--- config.mk ---
export PLATFORM = sky130hd
export DESIGN_NAME = gain_channel_arbiter
export DESIGN_NICKNAME = d
export VERILOG_FILES = /design/src/rtl/gain_pkg.sv /design/src/rtl/gain_mul_stage.sv /design/src/rtl/gain_channel_arbiter.sv
export SDC_FILE = /design/constraint.sdc
export NUM_CORES = 2
export LEC_CHECK = 0
export CORE_ASPECT_RATIO = 1.5
export CORE_MARGIN = 3
export CORE_UTILIZATION = 60
export CTS_CLUSTER_SIZE = 28
export DETAILED_ROUTE_END_ITERATION = 7
export PLACE_DENSITY_LB_ADDON = 0.3
export SYNTH_ARGS = -nofsm -noshare
export SYNTH_HDL_FRONTEND = slang
export SYNTH_HIERARCHICAL = 1
export SYNTH_SLANG_ARGS = --single-unit
--- constraint.sdc ---
create_clock -name clock -period 22.8 [get_ports clock]
set_input_delay 2.28 -clock clock [delete_from_list [all_inputs] [get_ports clock]]
set_output_delay 2.28 -clock clock [all_outputs]
set_load 0.05 [all_outputs]
--- src/rtl/gain_pkg.sv ---
// Shared types for the gain datapath: channel select and the S1 pipeline stage record.
package gain_pkg;

    localparam int unsigned DATA_WIDTH = 32;
    localparam int unsigned QUANT_BITS = 10;

    typedef enum logic {
        CH_L = 1'b0,
        CH_R = 1'b1
    } ch_t;

    typedef struct packed {
        logic                         valid;
        ch_t                          ch;
        logic signed [DATA_WIDTH-1:0] data;
        logic signed [DATA_WIDTH-1:0] gain;
    } stage_t;

endpackage

--- src/rtl/gain_mul_stage.sv ---
// Two-register multiply and truncating dequantize with valid/channel sideband.
// Stage 2 holds the full product, stage 3 the scaled result.
module gain_mul_stage
    import gain_pkg::*;
#(
    parameter int unsigned DATA_WIDTH = gain_pkg::DATA_WIDTH,
    parameter int unsigned QUANT_BITS = gain_pkg::QUANT_BITS
) (
    input  logic                         clock,
    input  logic                         reset,
    input  logic                         in_valid,
    input  ch_t                          in_ch,
    input  logic signed [DATA_WIDTH-1:0] in_data,
    input  logic signed [DATA_WIDTH-1:0] in_gain,
    output logic                         mid_valid,
    output ch_t                          mid_ch,
    output logic                         out_valid,
    output ch_t                          out_ch,
    output logic signed [DATA_WIDTH-1:0] out_data
);

    localparam int unsigned PW = 2 * DATA_WIDTH;
    localparam logic signed [PW-1:0] Bias = {{(PW - QUANT_BITS){1'b0}}, {QUANT_BITS{1'b1}}};

    logic signed [PW-1:0]         prod_d, prod_q, biased;
    logic signed [DATA_WIDTH-1:0] scaled;
    logic                         mid_valid_q, out_valid_q;
    ch_t                          mid_ch_q, out_ch_q;
    logic signed [DATA_WIDTH-1:0] out_data_q;

    always_comb begin
        prod_d = PW'(in_data) * PW'(in_gain);
        // Bias negatives so the arithmetic shift rounds toward zero, like C division.
        biased = prod_q + (prod_q[PW-1] ? Bias : '0);
        scaled = DATA_WIDTH'(biased >>> QUANT_BITS);
    end

    always_ff @(posedge clock) begin
        if (reset) begin
            mid_valid_q <= 1'b0;
            mid_ch_q    <= CH_L;
            prod_q      <= '0;
            out_valid_q <= 1'b0;
            out_ch_q    <= CH_L;
            out_data_q  <= '0;
        end else begin
            mid_valid_q <= in_valid;
            mid_ch_q    <= in_ch;
            prod_q      <= prod_d;
            out_valid_q <= mid_valid_q;
            out_ch_q    <= mid_ch_q;
            out_data_q  <= scaled;
        end
    end

    assign mid_valid = mid_valid_q;
    assign mid_ch    = mid_ch_q;
    assign out_valid = out_valid_q;
    assign out_ch    = out_ch_q;
    assign out_data  = out_data_q;

endmodule

--- src/rtl/gain_channel_arbiter.sv ---
// Round-robin share of one gain pipeline between left and right channels.
// A channel is served only while none of its samples is in flight.
module gain_channel_arbiter
    import gain_pkg::*;
#(
    parameter int unsigned DATA_WIDTH   = gain_pkg::DATA_WIDTH,
    parameter int unsigned QUANT_BITS   = gain_pkg::QUANT_BITS,
    parameter int          DEFAULT_GAIN = 1024
) (
    input  logic                         clock,
    input  logic                         reset,
    input  logic                         cfg_wr_en,
    input  logic                         cfg_ch,
    input  logic signed [DATA_WIDTH-1:0] cfg_gain,
    output logic                         inL_rd_en,
    input  logic                         inL_empty,
    input  logic signed [DATA_WIDTH-1:0] inL_dout,
    output logic                         inR_rd_en,
    input  logic                         inR_empty,
    input  logic signed [DATA_WIDTH-1:0] inR_dout,
    output logic                         outL_wr_en,
    input  logic                         outL_full,
    output logic signed [DATA_WIDTH-1:0] outL_din,
    output logic                         outR_wr_en,
    input  logic                         outR_full,
    output logic signed [DATA_WIDTH-1:0] outR_din
);

    if (DATA_WIDTH != gain_pkg::DATA_WIDTH) begin : g_width_check
        $error("stage_t is sized by gain_pkg::DATA_WIDTH");
    end

    logic signed [DATA_WIDTH-1:0] gain_q [2];
    ch_t                          last_grant_q;
    stage_t                       s1_q;

    logic                         mid_valid, out_valid;
    ch_t                          mid_ch, out_ch;
    logic signed [DATA_WIDTH-1:0] out_data;

    logic busy_l, busy_r, elig_l, elig_r, grant_l, grant_r;

    always_comb begin
        busy_l = (s1_q.valid && s1_q.ch == CH_L) || (mid_valid && mid_ch == CH_L) ||
                 (out_valid && out_ch == CH_L);
        busy_r = (s1_q.valid && s1_q.ch == CH_R) || (mid_valid && mid_ch == CH_R) ||
                 (out_valid && out_ch == CH_R);
        elig_l  = !reset && !inL_empty && !outL_full && !busy_l;
        elig_r  = !reset && !inR_empty && !outR_full && !busy_r;
        grant_l = elig_l && (!elig_r || last_grant_q == CH_R);
        grant_r = elig_r && !grant_l;
    end

    assign inL_rd_en = grant_l;
    assign inR_rd_en = grant_r;

    always_ff @(posedge clock) begin
        if (reset) begin
            gain_q[0]    <= DATA_WIDTH'(DEFAULT_GAIN);
            gain_q[1]    <= DATA_WIDTH'(DEFAULT_GAIN);
            last_grant_q <= CH_R;
            s1_q         <= '0;
        end else begin
            // The grant below reads gain_q before this write lands.
            if (cfg_wr_en) gain_q[cfg_ch] <= cfg_gain;
            if (grant_l || grant_r) last_grant_q <= grant_r ? CH_R : CH_L;
            s1_q.valid <= grant_l || grant_r;
            s1_q.ch    <= grant_r ? CH_R : CH_L;
            s1_q.data  <= grant_r ? inR_dout : inL_dout;
            s1_q.gain  <= grant_r ? gain_q[1] : gain_q[0];
        end
    end

    gain_mul_stage #(
        .DATA_WIDTH(DATA_WIDTH),
        .QUANT_BITS(QUANT_BITS)
    ) u_mul (
        .clock    (clock),
        .reset    (reset),
        .in_valid (s1_q.valid),
        .in_ch    (s1_q.ch),
        .in_data  (s1_q.data),
        .in_gain  (s1_q.gain),
        .mid_valid(mid_valid),
        .mid_ch   (mid_ch),
        .out_valid(out_valid),
        .out_ch   (out_ch),
        .out_data (out_data)
    );

    assign outL_wr_en = out_valid && out_ch == CH_L;
    assign outR_wr_en = out_valid && out_ch == CH_R;
    assign outL_din   = outL_wr_en ? out_data : '0;
    assign outR_din   = outR_wr_en ? out_data : '0;

endmodule

* Word level (Yosys, flattened, before mapping) *
Memory sizes are Yosys's and may differ from the RTL's.
Index checks and enable logic that the tools add are counted.

word-level totals
  register bits = 167
  RAM bits = 64
  output and inout bits = 68
  word-level logic and storage cells = 61
  memories kept = 1

cells by class
  add/subtract/negate cells = 1
  $mul = 1
  muxes and demuxes = 14
  bitwise gates (word level) = 3
  reduce and logical (&&, ||, !) cells = 30

memories
  name    depth  width  rd ports  clocked after memory_dff  write ports  RTL line                    source
  gain_q  2      32     2         0                         2            gain_channel_arbiter.sv:33  logic signed [DATA_WIDTH-1:0] gain_q [2];

operator list
  operator                                        count
  32-bit 2-to-1 mux                               5
  32-bit by 32-bit multiplier with 64-bit output  1
  42-bit adder                                    1
  32-bit OR reduction                             1
  1-bit logical AND                               14
  10-bit 2-to-1 mux                               1
  1-bit zero test                                 9
  1-bit 2-to-1 mux                                8
  1-bit logical OR                                6
  1-bit NOT                                       3

* Depth between registers and ports, before layout *
  depth in word-level cells = 11
  gate-level depth with buffers = 28

* Modules after synthesis *
The synthesis kept the hierarchy.

by module, submodules not included
  module                instances  cells each  area each (um^2)  seq. area each (um^2)
  gain_mul_stage        1          4,101       38,084.0          1,581.5
  gain_channel_arbiter  1          527         5,442.7           3,263.1

* Worst setup path before layout *
No wires, ideal clock.

  kind = register to register
  start point = register s1_q[63] (netlist name)
  end point = register u_mul.prod_q[63]
  setup time = 74 ps
  arrival = 7,755 ps
  data required time = 22,726 ps
  slack = 14,971 ps
  cell stages (with the launch flop) = 26
  clock period less this slack = 7,829 ps
  cell sequence = dfxtp_1 clkbuf_1 nand2_1 inv_1 fa_1 inv_1 fa_1 inv_1 fa_1 fa_1 inv_1 fa_1 inv_1 fa_1 fa_1 fa_1 ha_1 a21o_1 a21o_1 a21o_1 a21o_1 a221o_1 a221oi_2 o211ai_1 or4_1 o21ai_0

between the ends
  longest elaborated chain between the ends = 1

RTL lines
  element                                         RTL line                    source
  start: declaration                              gain_channel_arbiter.sv:35  stage_t s1_q;
  32-bit by 32-bit multiplier with 64-bit output  gain_mul_stage.sv:32        prod_d = PW'(in_data) * PW'(in_gain);
  end signal: assignment                          gain_mul_stage.sv:49        prod_q <= prod_d;
  end: declaration                                gain_mul_stage.sv:25        logic signed [PW-1:0] prod_d, prod_q, biased;

Every way passes these cells.
A chain may end at the register's enable or synchronous reset.

* Worst setup path in the final report *
  start point = register s1_q[5] (netlist name)
  end point = register u_mul.prod_q[63]

The elaborated chain is that of the path after synthesis.

==> impl_results.md <==
- Hold buffer count at cts: 0
- Post-CTS Setup Inserts: 0
- Starting DRT DRC Count: 1980
- Cell Chain, Critical Path: nand2_1 -> inv_1 -> fa_1 -> inv_1 -> fa_1 -> inv_1 -> fa_1 -> fa_1 -> inv_1 -> fa_1 -> inv_1 -> fa_1 -> fa_1 -> fa_1 -> ha_1 -> a21o_1 -> a21o_1 -> a21o_1 -> a21o_1 -> a221o_1 -> a221oi_2 -> o211ai_1 -> or4_1 -> o21ai_0
- PortBufs: 171
- Critical path's largest stage delay: 1.07 ns
- CP max-delay cell: dfxtp_1
- Pre-CTS WS: 13.52 ns
- Crit path launch type: flip-flop
- Filler instances: 5802
- RSZ-0062 raised after global routing: false
- Reg clk slew, reported paths: 0.07 ns
- PostCTS Resize Cnt: 0
- Critical path's most frequent cell: fa_1
- Hold depth: 1
- Fmax: 107.7 MHz
- Power Dens Cells: 97.07 mW/mm2
- Most common cell in the netlist: inv_1
- Total power: 0.004530 W
- # setup viols final: 0
- Via density: 5.636
- Core Util, Final: 65.15%
- Final GP Congestion: 0.9139
- Routed len/inst: 20.21 um
- Largest net degree at the start of global routing: 69
- Final period util: 40.73%
- CP endpoint kind: flip-flop
- Largest cells by area after synthesis: fa_1, inv_1, and2_1
- Clock Path Buffers: 3
- Crit path depth: 24
- Min-Delay Path Class: flip-flop to flip-flop
- Worst R2R Start: s1_q[5]
- CTS Buf Count: 22
- Post-detailed-routing wire length: 112600 um
- Share of cells above drive strength 1: 2.944%
- Footprint of the multi-input gates: 0.03360 mm2
- H-tree Lvls: 1
- Worst EP arrival: 9.74 ns
- Async S/R FF share, synth: 0%
- DRC: 0
- Max-slew headroom: 19.37%
- WS Path Type: flip-flop to flip-flop
- Core Rows: 120
- Final hold vios: 0
- Sequential area share after synthesis: 11.13%
- Synth Register Bits: 210
- Hold_sp: s1_q[65]
- Layout Nets: 6016
- Synth Cell Area: 0.04353 mm2
- Yosys warns: 6
- Reg area: 0.004855 mm2
- Drt pass-1 iters: 7
- Maxcap violations: 0
- Core region area: 0.07162 mm2
- Initial antenna violation count: 5
- Crit path from: s1_q[5]
- First-pass GRT wire length: 182400 um
- Outcome: finished clean
- Die span in x: 225.9 um
- Antenna-violating nets left: 0
- Netlist cell types: 62
- Tmin final: 9.286 ns
- Cells after Synth: 4628
- CTS tree: yes
- Starting Density: 60.78%
- Syn-to-layout area delta: 7.204%
- Maximum vdd drop: 0.1379 mV
- Dpl hpwl: 90240 um
- Die area: 0.07588 mm2
- Area share of the largest cell type after synthesis: 49.76%
- Crit path required time: 23.25 ns
- Gr ovfl total: 0
- Avg Cell Area, Syn: 9.405 um2
- Vias in the first global route: 35070
- Clock Latency Late Sink: 0.52 ns
- Setup WS post-layout: 13.51 ns
- CTS root buf: clkbuf_16
- Syn nets: 6007
- P_leak: 22.20 nW
- Sum Neg Setup Slack: 0 ns
- EDFF count, synth: 64
- Synth area leader: fa_1
- Most common library cells after synthesis: inv_1, fa_1, nand2_1, and2_1, clkbuf_1
- Via Count: 31400
- Crit path max-delay family: adder cells
- Pins Over Slew Limit: 0
- Crit path max fanout: 32
- Die H: 335.9 um
- I/O pins: 172
- Sink Count: 210
- Global Route Usage Sum: 31.20%
- Clk_skew: 0.01838 ns
- Actual slew at the worst max-slew pin: 1.208 ns
- Top_reg_cell synth: dfxtp_1
- Depth of the worst register-to-register path: 24
- CP bufs+invs: 5
registers in the layout (all words and copies together) (netlist names):
signal	flops
u_mul/mid_valid	1
u_mul/prod_q	43
s1_q	66
u_mul/out_ch	1
last_grant_q	1
u_mul/mid_ch	1
u_mul/out_data	32
gain_q	64
u_mul/out_valid	1
kinds of logic (layout without fill, tap and decap cells):
kind of cell,Yosys count,count (layout),share of synthesized area [%]
AO/OA/AOI/OAI,277,277,3.800
adder cells (fa/ha/maj),1275,1275,55.31
multiplexers,2,2,0.04887
buffers and inverters,1338,1363,11.69
other,0,3,0
AND/OR/NAND/NOR,1458,1458,16.65
flip-flops,210,210,11.13
XOR/XNOR,68,68,1.368
area by class of cell:
| class | count | area share [%] |
|---|---|---|
| Clock inverter | 12 | 0.2735 |
| Antenna cell | 3 | 0.01609 |
| Tap cell | 915 | 2.453 |
| Sequential cell | 210 | 10.40 |
| Multi-Input combinational cell | 3080 | 72.01 |
| Inverter | 1083 | 8.712 |
| Clock buffer | 28 | 1.362 |
| Timing Repair Buffer | 240 | 4.773 |
cells in the final DEF, fill, tap and decap left out, types with 56 or more instances in the layout:
| master | n |
|---|---|
| o21ai_0 | 56 |
| inv_1 | 1083 |
| ha_1 | 193 |
| buf_4 | 70 |
| dfxtp_1 | 138 |
| and2_1 | 507 |
| nand2_1 | 620 |
| nand3_1 | 86 |
| edfxtp_1 | 64 |
| nor2_1 | 103 |
| a21oi_1 | 100 |
| clkdlybuf4s50_1 | 170 |
| fa_1 | 1082 |
stage by stage:
stage / hold slack (ns) / cells / cell area [um2]
3_5_place_dp: 0.4662 / 5528 / 45890
6_report: 0.4853 / 5571 / 46660
4_1_cts: 0.4820 / 5568 / 46650
5_1_grt: 0.4950 / 5570 / 46660
2_1_floorplan: 0.4505 / 4628 / 43530
3_3_place_gp: 0.4647 / 5528 / 45890
final timing paths:
path,endpoint,slack [ns]
worst min register to register,u_mul/mid_valid,0.49
worst min-delay path,u_mul/mid_valid,0.49
worst max-delay path,u_mul/prod_q[63],13.51
worst max register to register,u_mul/prod_q[63],13.51
report_power, final:
part / internal (W) / leakage, nW / total (W) / switching, W
logic: 0.00145 / 20.0 / 0.00365 / 0.00220
registers: 0.000453 / 1.84 / 0.000503 / 0.0000495
clock network: 0.000222 / 0.380 / 0.000375 / 0.000153
total: 0.00213 / 22.2 / 0.00453 / 0.00240
layer usage:
layer | global-route usage (%) | routed length, um | part of all wire (%)
met1 | 33.29 | 36110 | 32
met2 | 58.47 | 62180 | 55
met3 | 2.786 | 5096 | 4.5
met4 | 20.23 | 9187 | 8.2
met5 | 0 | 0 | 0
(Power assumes the default switching activity.)
